**src/rtl/mux_rr_arbiter_pkg.sv**
```systemverilog
// mux_rr_arbiter_pkg: shared constants, state codes and rotating-priority pick
package mux_rr_arbiter_pkg;
  localparam int NUM_REQ = 4;
  localparam int SEL_W = 2;
  typedef enum logic {ST_IDLE = 1'b0, ST_GRANT = 1'b1} state_t;
  localparam logic [SEL_W-1:0] SEL_A = 2'd0;
  localparam logic [SEL_W-1:0] SEL_B = 2'd1;
  localparam logic [SEL_W-1:0] SEL_C = 2'd2;
  localparam logic [SEL_W-1:0] SEL_D = 2'd3;
  // returns {found, index}; scanning down leaves the entry nearest ptr as winner
  function automatic logic [SEL_W:0] rr_pick(input logic [NUM_REQ-1:0] r, input logic [SEL_W-1:0] p);
    logic [SEL_W-1:0] k;
    rr_pick = '0;
    for (int i = NUM_REQ - 1; i >= 0; i--) begin
      k = p + SEL_W'(i);
      if (r[k]) rr_pick = {1'b1, k};
    end
  endfunction
endpackage

```
**src/rtl/mux.sv**
```systemverilog
// mux: 4:1 x 4-bit datapath mux selected by S1/S0
module mux (
  input  logic       S1,
  input  logic       S0,
  input  logic [3:0] A,
  input  logic [3:0] B,
  input  logic [3:0] C,
  input  logic [3:0] D,
  output logic [3:0] Y
);
  always_comb Y = S1 ? (S0 ? D : C) : (S0 ? B : A);
endmodule

```
**src/rtl/mux_rr_arbiter.sv**
```systemverilog
// mux_rr_arbiter: round-robin burst-limited arbiter driving a 4:1 mux with registered output
module mux_rr_arbiter
  import mux_rr_arbiter_pkg::*;
#(
  parameter int MAX_HOLD = 4,
  parameter int CNT_W = 3
) (
  input  logic               clk,
  input  logic               rst_n,
  input  logic [NUM_REQ-1:0] req,
  input  logic [3:0]         A,
  input  logic [3:0]         B,
  input  logic [3:0]         C,
  input  logic [3:0]         D,
  output logic [NUM_REQ-1:0] gnt,
  output logic               S1,
  output logic               S0,
  output logic [3:0]         out_data,
  output logic               out_valid,
  output logic               busy
);
  state_t state, state_n;
  logic [SEL_W-1:0] sel, sel_n, ptr, ptr_n;
  logic [CNT_W-1:0] cnt, cnt_n;
  logic [NUM_REQ-1:0] gnt_n;
  logic [SEL_W:0] pick;
  logic xfer, rel;
  logic [3:0] y;
  mux u_mux (.S1(sel[1]), .S0(sel[0]), .A(A), .B(B), .C(C), .D(D), .Y(y));
  assign S1 = sel[1];
  assign S0 = sel[0];
  assign busy = state == ST_GRANT;
  // release re-arbitrates in the same edge from owner+1, making the old owner lowest priority
  always_comb begin
    xfer = state == ST_GRANT && req[sel];
    rel = state == ST_GRANT && (!req[sel] || (xfer && cnt == CNT_W'(MAX_HOLD - 1)));
    ptr_n = rel ? sel + SEL_W'(1) : ptr;
    pick = rr_pick(req, ptr_n);
    state_n = state;
    gnt_n = gnt;
    sel_n = sel;
    cnt_n = xfer ? cnt + CNT_W'(1) : cnt;
    if (state == ST_IDLE || rel) begin
      state_n = pick[SEL_W] ? ST_GRANT : ST_IDLE;
      gnt_n = pick[SEL_W] ? NUM_REQ'(1) << pick[SEL_W-1:0] : '0;
      sel_n = pick[SEL_W] ? pick[SEL_W-1:0] : sel;
      cnt_n = '0;
    end
  end
  always_ff @(posedge clk or negedge rst_n) begin
    if (!rst_n) begin
      state <= ST_IDLE;
      gnt <= '0;
      sel <= SEL_A;
      ptr <= SEL_A;
      cnt <= '0;
      out_data <= '0;
      out_valid <= 1'b0;
    end else begin
      state <= state_n;
      gnt <= gnt_n;
      sel <= sel_n;
      ptr <= ptr_n;
      cnt <= cnt_n;
      out_valid <= xfer;
      if (xfer) out_data <= y;
    end
  end
endmodule

```
**config.mk**
```make
export PLATFORM = sky130hd
export DESIGN_NAME = mux_rr_arbiter
export DESIGN_NICKNAME = d
export VERILOG_FILES = /design/src/rtl/mux_rr_arbiter_pkg.sv /design/src/rtl/mux.sv /design/src/rtl/mux_rr_arbiter.sv
export SDC_FILE = /design/constraint.sdc
export NUM_CORES = 1
export LEC_CHECK = 0
export ABC_AREA = 1
export BUFFER_PORTS_ARGS = -buffer_cell sky130_fd_sc_hd__buf_2
export CORE_ASPECT_RATIO = 0.75
export CORE_MARGIN = 2
export CORE_UTILIZATION = 53
export CTS_BUF_LIST = sky130_fd_sc_hd__clkbuf_4
export DETAILED_ROUTE_END_ITERATION = 7
export GPL_ROUTABILITY_DRIVEN = 0
export PLACE_DENSITY = 0.82
export SYNTH_ARGS = -nofsm -noshare
export SYNTH_HDL_FRONTEND = slang
export SYNTH_SLANG_ARGS = --single-unit
```
**constraint.sdc**
```tcl
create_clock -name clk -period 2.4 [get_ports clk]
set_input_delay 0.48 -clock clk [delete_from_list [all_inputs] [get_ports clk]]
set_output_delay 0.48 -clock clk [all_outputs]
set_load 0.02 [all_outputs]
```
==> results of run 1 <==
-- layout by cell type, fill, tap and decap left out, types with 3 or more instances in the layout --
cell / count
o21ai_0: 8
nand2_2: 12
buf_2: 33
inv_1: 13
nand3_2: 3
nand2_1: 37
clkbuf_4: 3
nand3_1: 14
dfrtp_1: 17
a31oi_1: 4
nand2_4: 4
a21oi_1: 3
nor2_1: 27
-- metrics by stage --
step | hold slack (ns) | std cells | instance area (um2)
floorplan | 0.184 | 157 | 1120
detailed placement | 0.420 | 213 | 1320
finish | 0.0811 | 217 | 1350
global route | 0.0835 | 217 | 1350
CTS | 0.0825 | 217 | 1350
global placement | 0.413 | 213 | 1320
-- cells by family (layout without fill, tap and decap cells) --
kind of cell               count (synthesis)  in the layout  share of synthesized area (%)
AOI/OAI and AO/OA                         17             17                           8.34
xor gates and xnor gates                   1              1                          0.779
adders and majority gates                  2              2                           2.22
buffers and inverters                     19             55                           7.12
DFF                                       17             17                           37.8
and+or+nand+nor                          101            101                           43.7
-- critical path, cell delays in order, from the launching register on --
cell and delay (ns):
dfrtp_1 0.41, ha_1 0.20, ha_1 0.20, inv_1 0.10
nand2_4 0.08, nand2_4 0.09, nand2_1 0.05, nand2_1 0.13
nand2_1 0.07, nand2_1 0.09, nand2_1 0.07, and2_1 0.14
nand2_1 0.05, nand2_1 0.04, nand2_1 0.11, inv_1 0.07
nand3_1 0.06, nand2_1 0.06
-- metal layers --
layer  share of wire, %  track usage [%]  vias to the layer above  wire length [um]
li1                   -                -                      569                 -
met1                 44             28.9                      480              1030
met2                 47             32.2                       35              1080
met3                7.7             6.87                        5               179
met4                1.3             6.98                        0                29
met5                  0                0                        -                 0
-- layout make-up --
cell class              count  share of cell area, %
multi-input cells         121                   46.0
flip-flops and latches     17                   31.6
clock buffers               3                   1.67
clock inverters             1                  0.558
repair buffers             35                   13.4
well taps                  24                   2.23
inverters                  16                   4.47
-- worst paths after layout --
| path | startpoint | endpoint | slack (ns) |
|---|---|---|---|
| worst max-delay path | cnt[0] | gnt[3] | 0.27 |
| worst min-delay path | rst_n | sel[0] | 0.08 |
| worst max register to register | cnt[0] | gnt[3] | 0.27 |
| min in group clk | cnt[0] | cnt[0] | 0.47 |
| max in group asynchronous | rst_n | busy | 2.05 |
| worst min register to register | cnt[0] | cnt[0] | 0.47 |
-- state kept, by name (all words and copies together), names as in the netlist --
name and count:
out_valid 1, sel 2, out_data 4, busy 1, ptr 2, gnt 4
cnt 3
==> results.sh, run 1 <==
export IMPL_status="finished, final reports clean"
export IMPL_drtIter0Drc=26
export IMPL_num_rows=14
export IMPL_final_min_clock_period_ns=2.13
export IMPL_num_io_pins=34
export IMPL_numClockSinks=17
export IMPL_via_per_inst=5.02
export IMPL_period_share_pct=88.6
export IMPL_synth_cells=157
export IMPL_core_um2=2000
export IMPL_antenna_found_initial=0
export IMPL_fillers=171
export IMPL_grt_max_degree=18
export IMPL_max_clock_path_buffers=2
export IMPL_cts_root_buf="clkbuf_4"
export IMPL_grt_usage_pct=21.2
export IMPL_ys_warn_count=0
export IMPL_initial_core_util_pct=56.3
export IMPL_place_ws_ns=0.272
export IMPL_multiInputGateArea_um2=619
export IMPL_rsz0062_at_grt="false"
export IMPL_path_clk_slew_ns=0.10
export IMPL_async_reset_ff_share_pct=100
export IMPL_cp_start_kind="flop"
export IMPL_synth_seq_cells=17
export IMPL_ant_nets=0
export IMPL_dieArea_um2=2510
export IMPL_fmax_ghz=0.470
export IMPL_synth_top_cell_area_share_pct=37.8
export IMPL_syn_to_final_growth_pct=19.6
export IMPL_final_layout_size_suffix_gt1_share_pct=32.1
export IMPL_grt_pass1_wl_um=4000
export IMPL_cts_tree="built"
export IMPL_die_w_um=57.2
export IMPL_drc=0
export IMPL_htree_levels=1
export IMPL_synthTopCellsByCount="nand2_1 (37), nor2_1 (27), dfrtp_1 (17)"
export IMPL_hpwl_um=1870
export IMPL_routed_wl_um=2320
export IMPL_synth_area_leaders="dfrtp_1 (38%), nand2_1 (12%), nor2_1 (9.0%), nand2_2 (6.7%), nand3_1 (6.2%)"
export IMPL_ys_seq_area_share_pct=37.8
export IMPL_maxSlewViolCount=0
export IMPL_synthesis_area_um2=1120
export IMPL_hold_buffers=0
export IMPL_synth_fp_nets=181
export IMPL_die_h_um=43.9
export IMPL_end_kind="flop"
export IMPL_insertedDiodeCount=0
export IMPL_hold_viol_final=0
export IMPL_synth_top_area_cell="dfrtp_1"
export IMPL_r2r_cells=17
export IMPL_clk_latency_ns=0.30
export IMPL_ys_flop_type="dfrtp_1"
export IMPL_yosysMostFrequentCell="nand2_1"
export IMPL_layout_setup_ws_ns=0.274
export IMPL_cts_setup_buffers=0
export IMPL_seq_area_um2=425
export IMPL_slew_headroom_pct=75.2
export IMPL_setup_viol=0
export IMPL_io_buffer_count=33
export IMPL_final_core_util_pct=67.4
export IMPL_worst_setup_path_type="flop to flop"
export IMPL_avgRoutedWirePerCell_um=10.7
export IMPL_max_cap_violations=0
export IMPL_dr_pass1_iters=4
export IMPL_cts_buffers=3
export IMPL_cts_resized=0
export IMPL_skew_ns=0.00445
export IMPL_nNetsFinal=218
export IMPL_tightest_slew_ns=0.372
export IMPL_synth_edf_count=0
export IMPL_ys_types=23
export IMPL_postSynthAreaPerCell_um2=7.16
export IMPL_grt_pass1_vias=920
export IMPL_min_path_type="primary input to async pin"
export IMPL_via_count=1089
export IMPL_tns_ns=0
export IMPL_overflow=0
export IMPL_required_ns=2.60
export IMPL_cp_max_fo=5
export IMPL_crit_arrival_ns=2.32
Power of run 1 is left out: the tool's default activity adds up to more than one toggle a clock period on the data nets, which glitch-free logic cannot reach.
==> run 2: changes to the inputs <==
--- a/config.mk
+++ b/config.mk
@@ -9,11 +9,11 @@
 export BUFFER_PORTS_ARGS = -buffer_cell sky130_fd_sc_hd__buf_2
 export CORE_ASPECT_RATIO = 0.75
 export CORE_MARGIN = 2
-export CORE_UTILIZATION = 53
+export CORE_UTILIZATION = 47
 export CTS_BUF_LIST = sky130_fd_sc_hd__clkbuf_4
 export DETAILED_ROUTE_END_ITERATION = 7
 export GPL_ROUTABILITY_DRIVEN = 0
-export PLACE_DENSITY = 0.82
+export PLACE_DENSITY = 0.77
 export SYNTH_ARGS = -nofsm -noshare
 export SYNTH_HDL_FRONTEND = slang
 export SYNTH_SLANG_ARGS = --single-unit
==> constraint.sdc (replaced) <==
create_clock -name clk -period 1.9 [get_ports clk]
set_input_delay 0.38 -clock clk [delete_from_list [all_inputs] [get_ports clk]]
set_output_delay 0.38 -clock clk [all_outputs]
set_load 0.02 [all_outputs]
==> run 2 against run 1 <==
Effect of this change:
- the flow now finishes with violations (setup timing)
- routed wire length is 52% higher
- register-to-register slack worse by 0.45 ns
- via count is 18% higher
- critical endpoint is now gnt[2]
- sequential cell count stayed put
- count of clock-buffer cells in the layout stayed put
- setup slack worse by 0.45 ns
- first-iteration DRC count is 42% higher
- non-clock buffer count is 17 higher
==> results.sh, run 2 (synthesis gave the netlist of run 1 again) <==
export IMPL_status="finished, violations left"
export IMPL_violations="setup timing"
export IMPL_via_per_inst=5.25
export IMPL_antenna_found_initial=0
export IMPL_max_clock_path_buffers=2
export IMPL_dieArea_um2=2800
export IMPL_dr_pass1_iters=4
export IMPL_avgRoutedWirePerCell_um=14.4
export IMPL_insertedDiodeCount=0
export IMPL_path_buf_inv=1
export IMPL_clk_latency_ns=0.30
export IMPL_core_um2=2290
export IMPL_cts_root_buf="clkbuf_4"
export IMPL_cts_buffers=3
export IMPL_crit_family="simple AND/OR/NAND/NOR gates"
export IMPL_grt_pass1_wl_um=4740
export IMPL_fmax_ghz=0.483
export IMPL_cp_max_fo=7
export IMPL_crit_arrival_ns=2.27
export IMPL_timing_rr_start="sel[0]"
export IMPL_final_min_clock_period_ns=2.07
export IMPL_whs_ns=0.398
export IMPL_layout_setup_ws_ns=-0.172
export IMPL_routed_wl_um=3510
export IMPL_placed_cells=235
export IMPL_num_rows=15
export IMPL_slew_headroom_pct=66.5
export IMPL_drtIter0Drc=37
export IMPL_crit_path_cell_trace="inv_2, nand2_2, nand3_2, nand2_2, nand2_4, nand2_8, nand2_4, nand2_4, nand2_1, nand2_4, nand2_4, o21ai_2, nor2_2, nand2_4, nand2_4, nor2_4, nand2_1, nand2_1"
export IMPL_crit_path_top_delay_cell="dfrtp_2"
export IMPL_cpMostUsedCell="nand2_4"
export IMPL_hpwl_um=2170
export IMPL_overflow=0
export IMPL_biggestRegsByFlops="gnt x4, out_data x4, cnt x3"
export IMPL_period_share_pct=109
export IMPL_nNetsFinal=235
export IMPL_grt_usage_pct=23.7
export IMPL_worst_setup_path_type="flop to flop"
export IMPL_htree_levels=1
export IMPL_path_clk_slew_ns=0.11
export IMPL_hold_viol_final=0
export IMPL_max_cap_violations=0
export IMPL_maxSlewViolCount=0
export IMPL_finalNonFillerCells=244
export IMPL_num_io_pins=34
export IMPL_cp_start_kind="flop"
export IMPL_ant_nets=0
export IMPL_tightest_slew_ns=0.502
export IMPL_numClockSinks=17
export IMPL_min_path_type="primary input to flop"
export IMPL_cts_tree="built"
export IMPL_tns_ns=-0.833
export IMPL_grt_pass1_vias=1077
export IMPL_via_count=1280
export IMPL_min_delay_start="B[3]"
export IMPL_die_h_um=46.4
export IMPL_final_common_cell="buf_2"
export IMPL_die_w_um=60.5
export IMPL_required_ns=2.10
export IMPL_place_ws_ns=-0.150
export IMPL_ff2ff_setup_slack_ns=-0.17
export IMPL_end_kind="flop"
export IMPL_final_layout_size_suffix_gt1_share_pct=54.8
export IMPL_rsz0062_at_grt="true"
export IMPL_grt_max_degree=18
export IMPL_final_cell_mix="buf_2 (33), nor2_1 (26), nand2_1 (22), buf_4 (18), dfrtp_1 (15)"
export IMPL_drc=0
export IMPL_initial_core_util_pct=49.1
export IMPL_skew_ns=0.00547
export IMPL_cpPeakStageDelay_ns=0.47
export IMPL_syn_to_final_growth_pct=51.6
export IMPL_io_buffer_count=33
export IMPL_worstSetupStartpoint="sel[0]"
export IMPL_setup_viol=6
[run 2: changes by cell type in the layout (fill, tap and decap cells not counted), sizes merged]
cell,previous run,this run
dlygate4sd3,0,1
buf,35,51
[run 2: final cells by class]
cell class	count	area [um2]
inverters	16	60.1
flip-flops and latches	17	428
clock inverters	1	7.51
well taps	34	42.5
clock buffers	3	22.5
multi-input cells	121	835
repair buffers	52	310
fillers	166	584
[run 2: worst reg2reg max path: cells and delay by family, from the launching register on]
family | cells | cell delay, ns
AND/OR/NAND/NOR | 16 | 1.36
flip-flops | 1 | 0.47
buffers and inverters | 1 | 0.10
AO/OA/AOI/OAI | 1 | 0.06
[run 2: worst paths after layout]
path | end | depth (start not counted)
setup reg to reg | gnt[2] | 18
hold reg to reg | cnt[0] | 1
max in group asynchronous | sel[1] | 2
setup / recovery | gnt[2] | 18
min in group asynchronous | out_data[3] | 2
hold / removal | out_data[3] | 3
[run 2: what timing repair did]
action,4_1_cts,5_1_grt
endpoints found under the setup margin,6,7
hold endpoints to repair,17,0
pin swaps,16,22
hold buffers,1,0
resized for setup,17,35
buffers inserted,2,2
[run 2: routing by layer]
layer,track usage [%],routed length [um],vias to the layer above
met3,5.90,249,11
met2,38.9,1730,67
met1,29.5,1460,596
li1,-,-,606
met4,11.3,67,0
met5,0,0,-
[run 2: through the flow]
| stage | instance area [um2] | util (%) |
|---|---|---|
| 5_1_grt | 1710 | 74.5 |
| 3_5_place_dp | 1420 | 62.0 |
| 4_1_cts | 1540 | 67.3 |
| 6_report | 1710 | 74.5 |
| 2_1_floorplan | 1130 | - |
| 3_3_place_gp | 1420 | 62.0 |
Power of run 2 is left out for the same reason.
==> run 3: changes to the inputs <==
--- a/config.mk
+++ b/config.mk
@@ -9,11 +9,11 @@
 export BUFFER_PORTS_ARGS = -buffer_cell sky130_fd_sc_hd__buf_2
 export CORE_ASPECT_RATIO = 0.75
 export CORE_MARGIN = 2
-export CORE_UTILIZATION = 47
+export CORE_UTILIZATION = 57
 export CTS_BUF_LIST = sky130_fd_sc_hd__clkbuf_4
 export DETAILED_ROUTE_END_ITERATION = 7
 export GPL_ROUTABILITY_DRIVEN = 0
-export PLACE_DENSITY = 0.77
+export PLACE_DENSITY = 0.87
 export SYNTH_ARGS = -nofsm -noshare
 export SYNTH_HDL_FRONTEND = slang
 export SYNTH_SLANG_ARGS = --single-unit
==> constraint.sdc (replaced) <==
create_clock -name clk -period 2.56 [get_ports clk]
set_input_delay 0.512 -clock clk [delete_from_list [all_inputs] [get_ports clk]]
set_output_delay 0.512 -clock clk [all_outputs]
set_load 0.02 [all_outputs]
==> run 3 against run 2 <==
Effect of this change:
- the run now ends clean
- critical endpoint is now gnt[3]
- core utilization decreased by 0.36 points
- worst hold slack worse by 0.29 ns
- die area is 16% lower
- critical path type unchanged
- sequential cell count is the same
- highest routed layer unchanged
- via count is 11% lower
==> results.sh, run 3 (synthesis gave the netlist of run 1 again) <==
export IMPL_final_min_clock_period_ns=2.22
export IMPL_cp_start_kind="flop"
export IMPL_cts_root_buf="clkbuf_4"
export IMPL_drtIter0Drc=39
export IMPL_syn_to_final_growth_pct=17.9
export IMPL_num_io_pins=34
export IMPL_grt_pass1_vias=1102
export IMPL_grt_usage_pct=25.0
export IMPL_maxSlewViolCount=0
export IMPL_fillers=145
export IMPL_io_buffer_count=33
export IMPL_via_count=1142
export IMPL_skew_ns=0.0114
export IMPL_finalPower_mw=2.27
export IMPL_end_kind="flop"
export IMPL_insertedDiodeCount=0
export IMPL_status="finished, final reports clean"
export IMPL_htree_levels=1
export IMPL_min_path_type="primary input to async pin"
export IMPL_die_w_um=55.3
export IMPL_numClockSinks=17
export IMPL_tightest_slew_ns=0.380
export IMPL_required_ns=2.75
export IMPL_initial_core_util_pct=62.9
export IMPL_dr_pass1_iters=4
export IMPL_grt_pass1_wl_um=4640
export IMPL_avgRoutedWirePerCell_um=13.0
export IMPL_crit_path_top_delay_cell="dfrtp_2"
export IMPL_crit_arrival_ns=2.41
export IMPL_nNetsFinal=216
export IMPL_setup_viol=0
export IMPL_via_per_inst=5.36
export IMPL_max_clock_path_buffers=2
export IMPL_final_common_cell="nand2_1"
export IMPL_biggestRegsByFlops="gnt x4, out_data x4, cnt x3"
export IMPL_dieArea_um2=2350
export IMPL_cts_tree="built"
export IMPL_crit_path_cell_trace="inv_2, nand2_1, nand3_1, nand2_2, nand2_4, nand2_4, nand2_2, nand2_2, nand2_1, nand2_1, nand2_1, and2_1, nand2_1, nand2_1, nand2_1, inv_1, nand3_1, nand2_1"
export IMPL_worst_setup_path_type="flop to flop"
export IMPL_path_clk_slew_ns=0.11
export IMPL_multiInputGateArea_um2=619
export IMPL_core_um2=1790
export IMPL_antenna_found_initial=0
export IMPL_cpPeakStageDelay_ns=0.54
export IMPL_num_rows=13
export IMPL_period_share_pct=86.8
export IMPL_ant_nets=0
export IMPL_hold_viol_final=0
export IMPL_max_cap_violations=0
export IMPL_cts_buffers=3
export IMPL_hold_buffers=0
export IMPL_power_leakage_nw=0.732
export IMPL_slew_headroom_pct=74.7
export IMPL_seq_area_um2=427
export IMPL_clk_latency_ns=0.30
export IMPL_routed_wl_um=2770
export IMPL_rsz0062_at_grt="false"
export IMPL_cp_max_fo=15
export IMPL_drc=0
export IMPL_final_cell_mix="nand2_1 (37), buf_2 (33), nor2_1 (27), dfrtp_1 (16), nand3_1 (14)"
export IMPL_die_h_um=42.5
export IMPL_cpMostUsedCell="nand2_1"
export IMPL_powerDensity_nw_per_um2=1710
export IMPL_final_layout_size_suffix_gt1_share_pct=31.9
export IMPL_grt_max_degree=18
export IMPL_tns_ns=0
export IMPL_placed_cells=209
export IMPL_peakVddDrop_mv=1.40
export IMPL_fmax_ghz=0.450
export IMPL_finalNonFillerCells=213
export IMPL_overflow=0
export IMPL_hpwl_um=2140
run 3: cell count changes in the layout (fill, tap and decap cells not counted), sizes merged:
cell         delta
buf            -18
clkinv          +1
clkinvlp        -1
dlygate4sd3     -1
run 3: timing repair:
action                     CTS  global route
resized for setup            0             1
setup endpoints to repair    0             6
setup buffers                0             0
run 3: worst paths after layout:
path,startpoint,to,slack [ns],depth (start not counted)
setup / recovery,sel[0],gnt[3],0.34,18
hold / removal,rst_n,out_data[2],0.11,1
setup reg to reg,sel[0],gnt[3],0.34,18
hold reg to reg,cnt[0],cnt[0],0.44,1
max in group asynchronous,rst_n,sel[0],2.14,1
min in group clk,cnt[0],cnt[0],0.44,1
run 3: worst max-delay path, delay by kind of cell, from the launching register on:
family,cells,cell delay [ns]
and+or+nand+nor,16,1.33
DFF,1,0.54
buffers and inverters,2,0.23
run 3: layout make-up:
class / instances / area share (%)
clock buffers: 3 / 1.70
clock inverters: 1 / 0.377
inverters: 16 / 4.53
multi-input cells: 121 / 46.7
flip-flops and latches: 17 / 32.2
well taps: 22 / 2.08
repair buffers: 33 / 12.5
run 3: per-layer routing:
layer	up-vias	share of wire, %	wire, um	track usage (%)
li1	565	-	-	-
met1	516	42	1160	29.3
met2	59	49	1370	42.9
met3	2	8.1	223	7.10
met4	0	0.54	15	10.7
met5	-	0	0	0
run 3: metrics by stage:
step	hold slack (ns)	worst slack, ns	cell area [um2]	utilization [%]
2_1_floorplan	0.216	0.582	1120	-
4_1_cts	0.121	0.214	1330	74.1
5_1_grt	0.143	0.112	1330	74.1
3_5_place_dp	0.434	0.259	1300	72.5
3_3_place_gp	0.424	0.388	1300	72.5
6_report	0.111	0.338	1330	74.1
run 3: power breakdown:
part / internal (mW) / switching [mW]
clock: 0.0582 / 0.0874
combinational: 0.542 / 1.06
sequential: 0.399 / 0.118
total: 0.999 / 1.27
No activity file was read; power rests on OpenSTA's default activity.
